[config.mk]
export PLATFORM = sky130hd
export DESIGN_NAME = cache_kv_controller_flat
export DESIGN_NICKNAME = d
export VERILOG_FILES = /design/src/rtl/cache_kv_controller_pkg.sv /design/src/rtl/cache_kv_controller_if.sv /design/src/rtl/cache_kv_controller_match.sv /design/src/rtl/cache_kv_controller.sv /design/src/flat_wrapper.sv
export SDC_FILE = /design/constraint.sdc
export NUM_CORES = 1
export LEC_CHECK = 0
export ABC_CLOCK_PERIOD_IN_PS = 2700
export CAP_MARGIN = 5
export CORE_MARGIN = 1
export CORE_UTILIZATION = 55
export DETAILED_ROUTE_END_ITERATION = 10
export PLACE_DENSITY = 0.79
export SYNTH_ARGS = -nofsm -noshare
export SYNTH_HDL_FRONTEND = slang
export SYNTH_HIERARCHICAL = 1
export SYNTH_SLANG_ARGS = --single-unit
export TNS_END_PERCENT = 50
[constraint.sdc]
create_clock -name clk -period 2.7 [get_ports clk]
set_clock_uncertainty 0.05 [all_clocks]
set_input_delay 0.54 -clock clk [delete_from_list [all_inputs] [get_ports clk]]
set_output_delay 0.54 -clock clk [all_outputs]
set_load 0.05 [all_outputs]
[src/rtl/cache_kv_controller_pkg.sv]
// rtl/cache_kv_controller_pkg.sv - shared widths, operation codes, FSM states and entry layout
package if_types_pkg;

    localparam int KEY_WIDTH   = 16;
    localparam int VALUE_WIDTH = 64;

endpackage

package ctrl_types_pkg;

    import if_types_pkg::*;

    // Three bits wide so that undefined codes (4..7) can reach the controller and be rejected.
    typedef enum logic [2:0] {
        OP_NOOP   = 3'd0,
        OP_READ   = 3'd1,
        OP_UPSERT = 3'd2,
        OP_DELETE = 3'd3
    } operation_e;

    typedef enum logic [1:0] {
        CTRL_ST_IDLE    = 2'd0,
        CTRL_ST_LOOKUP  = 2'd1,
        CTRL_ST_EXECUTE = 2'd2,
        CTRL_ST_RESPOND = 2'd3
    } ctrl_state_e;

    typedef struct packed {
        logic                   valid;
        logic [KEY_WIDTH-1:0]   key;
        logic [VALUE_WIDTH-1:0] value;
    } entry_t;

endpackage

[src/rtl/cache_kv_controller_if.sv]
// rtl/cache_kv_controller_if.sv - request/response bundle between the OBI cache interface and the controller
interface cache_kv_controller_if
    import ctrl_types_pkg::*;
#(
    parameter int KEY_WIDTH   = if_types_pkg::KEY_WIDTH,
    parameter int VALUE_WIDTH = if_types_pkg::VALUE_WIDTH
) ();

    operation_e             operation_in;
    logic [KEY_WIDTH-1:0]   key_in;
    logic [VALUE_WIDTH-1:0] value_in;
    logic                   ready_out;
    logic                   op_succ_out;
    logic [VALUE_WIDTH-1:0] value_out;

    // Master issues requests (the OBI front end); slave is the controller.
    modport master (
        output operation_in, key_in, value_in,
        input  ready_out, op_succ_out, value_out
    );

    modport slave (
        input  operation_in, key_in, value_in,
        output ready_out, op_succ_out, value_out
    );

endinterface

[src/rtl/cache_kv_controller_match.sv]
// rtl/cache_kv_controller_match.sv - combinational parallel key compare and free-slot search
module cache_match_unit #(
    parameter int NUM_ENTRIES = 8,
    parameter int KEY_WIDTH   = if_types_pkg::KEY_WIDTH,
    localparam int IDX_W      = $clog2(NUM_ENTRIES)
) (
    input  logic [KEY_WIDTH-1:0]                  key,
    input  logic [NUM_ENTRIES-1:0]                entry_valid,
    input  logic [NUM_ENTRIES-1:0][KEY_WIDTH-1:0] entry_keys,
    output logic                                  hit,
    output logic [IDX_W-1:0]                      hit_idx,
    output logic                                  free_valid,
    output logic [IDX_W-1:0]                      free_idx,
    output logic                                  full
);

    // Walk from the top slot down so the last assignment wins: free_idx ends on the lowest free slot.
    // Keys are unique among valid entries, so at most one compare can hit.
    always_comb begin
        hit        = 1'b0;
        hit_idx    = '0;
        free_valid = 1'b0;
        free_idx   = '0;
        for (int i = NUM_ENTRIES - 1; i >= 0; i--) begin
            if (!entry_valid[i]) begin
                free_valid = 1'b1;
                free_idx   = IDX_W'(i);
            end
            if (entry_valid[i] && (entry_keys[i] == key)) begin
                hit     = 1'b1;
                hit_idx = IDX_W'(i);
            end
        end
    end

    assign full = &entry_valid;

endmodule

[src/rtl/cache_kv_controller.sv]
// rtl/cache_kv_controller.sv - fixed-latency fully-associative key/value store behind the OBI cache interface
module cache_kv_controller
    import ctrl_types_pkg::*;
#(
    parameter int NUM_ENTRIES  = 8,
    parameter int KEY_WIDTH    = if_types_pkg::KEY_WIDTH,
    parameter int VALUE_WIDTH  = if_types_pkg::VALUE_WIDTH,
    localparam int IDX_W       = $clog2(NUM_ENTRIES),
    localparam int CNT_W       = $clog2(NUM_ENTRIES) + 1
) (
    input  logic                 clk,
    input  logic                 rst_n,
    cache_kv_controller_if.slave bus,
    output logic [CNT_W-1:0]     entry_count_out
);

    ctrl_state_e            state_q, state_d;
    operation_e             op_q, op_d;
    logic [KEY_WIDTH-1:0]   key_q, key_d;
    logic [VALUE_WIDTH-1:0] val_q, val_d;
    logic                   hit_q, hit_d;
    logic [IDX_W-1:0]       hit_idx_q, hit_idx_d;
    logic                   free_valid_q, free_valid_d;
    logic [IDX_W-1:0]       free_idx_q, free_idx_d;
    logic                   full_q, full_d;
    logic                   succ_q, succ_d;
    logic [VALUE_WIDTH-1:0] rdata_q, rdata_d;
    logic [IDX_W-1:0]       victim_q, victim_d;
    logic [CNT_W-1:0]       count_q, count_d;
    entry_t                 entries_q [NUM_ENTRIES];
    entry_t                 entries_d [NUM_ENTRIES];

    logic [NUM_ENTRIES-1:0]                entry_valid;
    logic [NUM_ENTRIES-1:0][KEY_WIDTH-1:0] entry_keys;
    logic                                  m_hit;
    logic [IDX_W-1:0]                      m_hit_idx;
    logic                                  m_free_valid;
    logic [IDX_W-1:0]                      m_free_idx;
    logic                                  m_full;

    // Flatten the store into the vectors the match unit compares against.
    always_comb begin
        entry_valid = '0;
        entry_keys  = '0;
        for (int i = 0; i < NUM_ENTRIES; i++) begin
            entry_valid[i] = entries_q[i].valid;
            entry_keys[i]  = entries_q[i].key;
        end
    end

    cache_match_unit #(
        .NUM_ENTRIES (NUM_ENTRIES),
        .KEY_WIDTH   (KEY_WIDTH)
    ) u_match (
        .key         (key_q),
        .entry_valid (entry_valid),
        .entry_keys  (entry_keys),
        .hit         (m_hit),
        .hit_idx     (m_hit_idx),
        .free_valid  (m_free_valid),
        .free_idx    (m_free_idx),
        .full        (m_full)
    );

    // Next-state, request capture, lookup capture and store update for the one operation in flight.
    always_comb begin
        state_d      = state_q;
        op_d         = op_q;
        key_d        = key_q;
        val_d        = val_q;
        hit_d        = hit_q;
        hit_idx_d    = hit_idx_q;
        free_valid_d = free_valid_q;
        free_idx_d   = free_idx_q;
        full_d       = full_q;
        succ_d       = succ_q;
        rdata_d      = rdata_q;
        victim_d     = victim_q;
        count_d      = count_q;
        entries_d    = entries_q;

        case (state_q)
            CTRL_ST_IDLE: begin
                if (bus.operation_in != OP_NOOP) begin
                    op_d    = bus.operation_in;
                    key_d   = bus.key_in;
                    val_d   = bus.value_in;
                    state_d = CTRL_ST_LOOKUP;
                end
            end
            CTRL_ST_LOOKUP: begin
                hit_d        = m_hit;
                hit_idx_d    = m_hit_idx;
                free_valid_d = m_free_valid;
                free_idx_d   = m_free_idx;
                full_d       = m_full;
                state_d      = CTRL_ST_EXECUTE;
            end
            CTRL_ST_EXECUTE: begin
                succ_d  = 1'b0;
                rdata_d = '0;
                case (op_q)
                    OP_READ: begin
                        succ_d = hit_q;
                        if (hit_q) begin
                            rdata_d = entries_q[hit_idx_q].value;
                        end
                    end
                    OP_UPSERT: begin
                        succ_d = 1'b1;
                        if (hit_q) begin
                            entries_d[hit_idx_q].value = val_q;
                        end else if (!full_q && free_valid_q) begin
                            entries_d[free_idx_q] = '{valid: 1'b1, key: key_q, value: val_q};
                            count_d               = count_q + CNT_W'(1);
                        end else begin
                            // Round-robin eviction; the index width makes the pointer wrap on its own.
                            entries_d[victim_q] = '{valid: 1'b1, key: key_q, value: val_q};
                            victim_d            = victim_q + IDX_W'(1);
                        end
                    end
                    OP_DELETE: begin
                        if (hit_q) begin
                            entries_d[hit_idx_q].valid = 1'b0;
                            count_d                    = count_q - CNT_W'(1);
                            succ_d                     = 1'b1;
                        end
                    end
                    default: begin
                        succ_d = 1'b0;
                    end
                endcase
                state_d = CTRL_ST_RESPOND;
            end
            CTRL_ST_RESPOND: begin
                state_d = CTRL_ST_IDLE;
            end
            default: begin
                state_d = CTRL_ST_IDLE;
            end
        endcase
    end

    // State and storage registers; reset drops any operation in flight.
    always_ff @(posedge clk or negedge rst_n) begin
        if (!rst_n) begin
            state_q      <= CTRL_ST_IDLE;
            op_q         <= OP_NOOP;
            key_q        <= '0;
            val_q        <= '0;
            hit_q        <= 1'b0;
            hit_idx_q    <= '0;
            free_valid_q <= 1'b0;
            free_idx_q   <= '0;
            full_q       <= 1'b0;
            succ_q       <= 1'b0;
            rdata_q      <= '0;
            victim_q     <= '0;
            count_q      <= '0;
            entries_q    <= '{default: '0};
        end else begin
            state_q      <= state_d;
            op_q         <= op_d;
            key_q        <= key_d;
            val_q        <= val_d;
            hit_q        <= hit_d;
            hit_idx_q    <= hit_idx_d;
            free_valid_q <= free_valid_d;
            free_idx_q   <= free_idx_d;
            full_q       <= full_d;
            succ_q       <= succ_d;
            rdata_q      <= rdata_d;
            victim_q     <= victim_d;
            count_q      <= count_d;
            entries_q    <= entries_d;
        end
    end

    assign bus.ready_out   = (state_q == CTRL_ST_RESPOND);
    assign bus.op_succ_out = (state_q == CTRL_ST_RESPOND) ? succ_q : 1'b0;
    assign bus.value_out   = (state_q == CTRL_ST_RESPOND) ? rdata_q : '0;
    assign entry_count_out = count_q;

endmodule

[src/flat_wrapper.sv]
// flat-port wrapper written by rule: the top's interface ports become plain ports
module cache_kv_controller_flat import ctrl_types_pkg::*;
#(
    parameter int NUM_ENTRIES  = 8,
    parameter int KEY_WIDTH    = if_types_pkg::KEY_WIDTH,
    parameter int VALUE_WIDTH  = if_types_pkg::VALUE_WIDTH,
    localparam int IDX_W       = $clog2(NUM_ENTRIES),
    localparam int CNT_W       = $clog2(NUM_ENTRIES) + 1
)
  (clk, rst_n, entry_count_out, bus_operation_in, bus_key_in, bus_value_in, bus_ready_out, bus_op_succ_out, bus_value_out);
  cache_kv_controller_if #(.KEY_WIDTH(KEY_WIDTH), .VALUE_WIDTH(VALUE_WIDTH)) bus_i ();
  input  logic clk;
  input  logic rst_n;
  output logic [CNT_W-1:0] entry_count_out;
  input wire logic [$bits(bus_i.operation_in)-1:0] bus_operation_in;
  input wire logic [$bits(bus_i.key_in)-1:0] bus_key_in;
  input wire logic [$bits(bus_i.value_in)-1:0] bus_value_in;
  output wire logic [$bits(bus_i.ready_out)-1:0] bus_ready_out;
  output wire logic [$bits(bus_i.op_succ_out)-1:0] bus_op_succ_out;
  output wire logic [$bits(bus_i.value_out)-1:0] bus_value_out;
  assign bus_i.operation_in = bus_operation_in;
  assign bus_i.key_in = bus_key_in;
  assign bus_i.value_in = bus_value_in;
  assign bus_ready_out = bus_i.ready_out;
  assign bus_op_succ_out = bus_i.op_succ_out;
  assign bus_value_out = bus_i.value_out;
  cache_kv_controller #(.NUM_ENTRIES(NUM_ENTRIES), .KEY_WIDTH(KEY_WIDTH), .VALUE_WIDTH(VALUE_WIDTH)) u_core (.clk(clk), .rst_n(rst_n), .bus(bus_i), .entry_count_out(entry_count_out));
endmodule
==> results.md, run 1 <==
- Outcome: finished, final reports clean
- Leak: 0.0211 µW
- Ys Warns: 6
- P&R area growth vs syn: 17.0%
- Critical Path RT: 2.11 ns
- Detailed Route Iter0 Violations: between 2000 and 2500
- GPL Wtd Cong: 0.872
- Setup WS pre-CTS: 0.228 ns
- Vias in the first global route: 26256
- Initial antenna violation count: 1
- Filler Cells Inserted: 4640
- Sink Count: 814
- Post-synthesis sequential area ratio: 53.6%
- Final worst-path setup slack: 0.0238 ns
- Router iterations before antenna repair: 5
- Crit end category: primary output
- Most frequent cells in the layout: dfrtp_1 (811), mux2_2 (553), mux2_4 (184)
- Pwr per Cell Area: 904 nW/µm²
- Crit path DAT: about 2.1 ns
- Routed len/inst: ~26 µm
- Most common cell after layout, fill and taps aside: dfrtp_1
- Die footprint: roughly 70000 µm²
- Worst Hold Class: primary input to asynchronous set/reset pin
- Mean Syn Cell Area: 14.0 µm²
- Max-cap violation count: 0
- Reg-to-reg slack, setup: 0.12 ns
- Setup CP Type: flip-flop to primary output
- Final core utilization: 65.6%
- CP Max Fanout: 32
- Fin nets: 2966
- Final hold vios: 0
- Slew Limit Headroom: about two fifths
- # Post-CTS Setup Buffers: 0
- Longest Clk Path Bufs: 3
- #FFs+latches synth: 814
- All-layer global routing usage: 28.9%
- Number of synthesized flops with an enable pin: 0
- Global-route wire length before repair: approximately 160 mm
- Clock Tree Root: clkbuf_16
- Netlist cell types: 65
- Final wirelength: 99.4 mm
- Syn Nets: 2813
- Min Hold Slack: 0.399 ns
- IO buf count: 154
- Core area: 67800 µm²
- HPWL Detailed: slightly below 60 mm
- Drc violations: 0
- Share of cells above drive strength 1: 37.9%
- Main synth FF type: dfrtp_1
- Clock Latency Late Sink: 0.64 ns
- Die H: 265 µm
- Initial core utilization: a little under three fifths
- Pin count of the biggest net entering global routing: about 110
- Worst Setup Start Kind: flip-flop
- Die width: 265 µm
- Total grt overflow: 0
- Fmax: 374 MHz
- Htree depth: 3
- Num CTS Buffers: 85
- Num rows: 95
- Pwr Total: 40200 µW
- Peak supply drop: 789 µV
- Period utilization: 99.1%
- Vias: between 20000 and 25000
- I/O pin total: 155
- Cells after Synth: 2721
- Period minus WS final: approximately 2.7 ns
- Tightest Pin Transition: 0.892 ns
- Clk pin slew, worst setup/hold paths: 0.06 ns
- Final setup viols: 0
- RSZ-0062 raised after global routing: yes
- TNS Setup: 0 ns
- Fin. max-slew vios: 0
- Vias/cell: 6.41
- Mapped Area: 38000 µm²
- ANT nets after route: 0
- CTS tree: built
- Post-synth ARST share: 100%
[Yosys cell counts (4+ instances only)]
cell | instances | area [µm²]
nor4b_1 | 33 | 289
buf_2 | 72 | 360
nand4b_1 | 17 | 149
o2111ai_1 | 6 | 52.6
buf_4 | 15 | 113
nand4_1 | 49 | 307
and2_1 | 134 | 838
nor3_1 | 19 | 95.1
o21ai_0 | 11 | 55.1
inv_1 | 12 | 45.0
a22oi_1 | 140 | 1050
nor4_1 | 10 | 62.6
and4b_1 | 23 | 230
a21oi_1 | 9 | 45.0
nand3_1 | 48 | 240
nor4bb_1 | 12 | 120
buf_12 | 18 | 360
nand2b_1 | 7 | 43.8
mux2_4 | 184 | 2760
ha_1 | 7 | 87.6
nor3b_1 | 8 | 60.1
clkbuf_1 | 88 | 330
or4bb_1 | 8 | 90.1
nand2_2 | 4 | 25.0
dfrtp_1 | 814 | 20400
mux2_2 | 553 | 6230
o2bb2ai_1 | 21 | 184
nand3b_1 | 10 | 75.1
xnor2_1 | 105 | 920
nand2_1 | 28 | 105
or4b_2 | 5 | 50.1
o21ai_2 | 4 | 35.0
and4_1 | 43 | 377
xor2_1 | 29 | 254
a2111oi_0 | 34 | 298
a22o_1 | 67 | 587
mux2i_1 | 4 | 40.0
buf_6 | 17 | 191
nor2_1 | 7 | 26.3
[routing by layer]
metal / GRT usage, % / vias to the layer above / wire (µm)
met4: 11.9 / 2 / 3570
met5: 0 / - / 13
met2: 46.3 / 1046 / 47600
met3: 5.20 / 240 / 7120
li1: - / 10374 / -
met1: 39.0 / 12805 / 41100
[timing repair]
action / in CTS / in global routing
endpoints found under the setup margin: 12 / 1
gates cloned: 1 / 0
pin swaps: 0 / 0
hold buffers: 1 / 0
resized for setup: 5 / 0
endpoints found under the hold margin: 29 / 0
[path summary, 6_finish.rpt]
kind / start / end / cells after the start
max reg2reg: u_core/key_q[7] / u_core/hit_idx_q[0] / 9
min reg2reg: u_core/entry_count_out[3] / u_core/entry_count_out[3] / 1
max in group asynchronous: rst_n / u_core/entries_q[345] / 3
max: u_core/state_q[0] / bus_value_out[50] / 4
min in group clk: u_core/entry_count_out[3] / u_core/entry_count_out[3] / 1
min: rst_n / u_core/entries_q[0] / 2
[sequential cells by signal, summed over array words and instances (netlist names)]
name                    flops
u_core/entries_q          648
u_core/entry_count_out      4
u_core/free_idx_q           3
u_core/free_valid_q         1
u_core/full_q               1
u_core/hit_idx_q            3
u_core/hit_q                1
u_core/key_q               16
u_core/op_q                 3
u_core/rdata_q             64
u_core/state_q              2
u_core/succ_q               1
u_core/val_q               64
u_core/victim_q             3
[final cells by class]
class	instances	area [µm²]	share of cell area, %
flip-flops and latches	814	20400	45.9
clock inverters	31	444	0.999
repair buffers	280	3680	8.28
diodes	1	2.50	0.00563
well taps	873	1090	2.46
clock buffers	125	2510	5.64
inverters	13	48.8	0.110
multi-input cells	1680	16300	36.6
[power by group]
| group | total (µW) | leakage, µW | internal, µW | switching (µW) |
|---|---|---|---|---|
| Sequential | 17100 | 0.0110 | 14800 | 2340 |
| Combinational | 10700 | 0.00869 | 5490 | 5220 |
| Clock | 12300 | 0.00146 | 7410 | 4910 |
| Total | 40200 | 0.0211 | 27700 | 12500 |
[stage by stage]
| step | area (µm²) | instances |
|---|---|---|
| floorplan | 38000 | 2721 |
| global placement | 41400 | 3658 |
| detailed placement | 41400 | 3658 |
| CTS | 44400 | 3816 |
| global route | 44400 | 3816 |
| finish | 44400 | 3817 |
[logic make-up (layout without fill, tap and decap cells)]
kind of cell	count (synthesis)	in the layout	synth area share [%]
other	0	1	0
xor gates and xnor gates	134	134	3.09
and+or+nand+nor	490	490	9.05
muxes	741	741	23.8
DFF	814	814	53.6
buffers and inverters	227	449	3.74
AOI/OAI and AO/OA	308	308	6.50
adders and majority gates	7	7	0.231
[worst max-delay path: stages, from the launching register on]
cell	delay, ns
dfrtp_1	0.43
ha_4	0.28
buf_12	0.26
and2_1	0.29
buf_12	0.17
Note: power is estimated with default switching activity, not from simulation.
==> inputs of run 2 (changes only) <==
--- a/config.mk
+++ b/config.mk
@@ -11,6 +11,7 @@
 export CORE_UTILIZATION = 55
 export DETAILED_ROUTE_END_ITERATION = 10
 export PLACE_DENSITY = 0.79
+export SLEW_MARGIN = 25
 export SYNTH_ARGS = -nofsm -noshare
 export SYNTH_HDL_FRONTEND = slang
 export SYNTH_HIERARCHICAL = 1
==> results of run 2 <==
No change in the layout: final DEF, timing and power equal those of run 1.
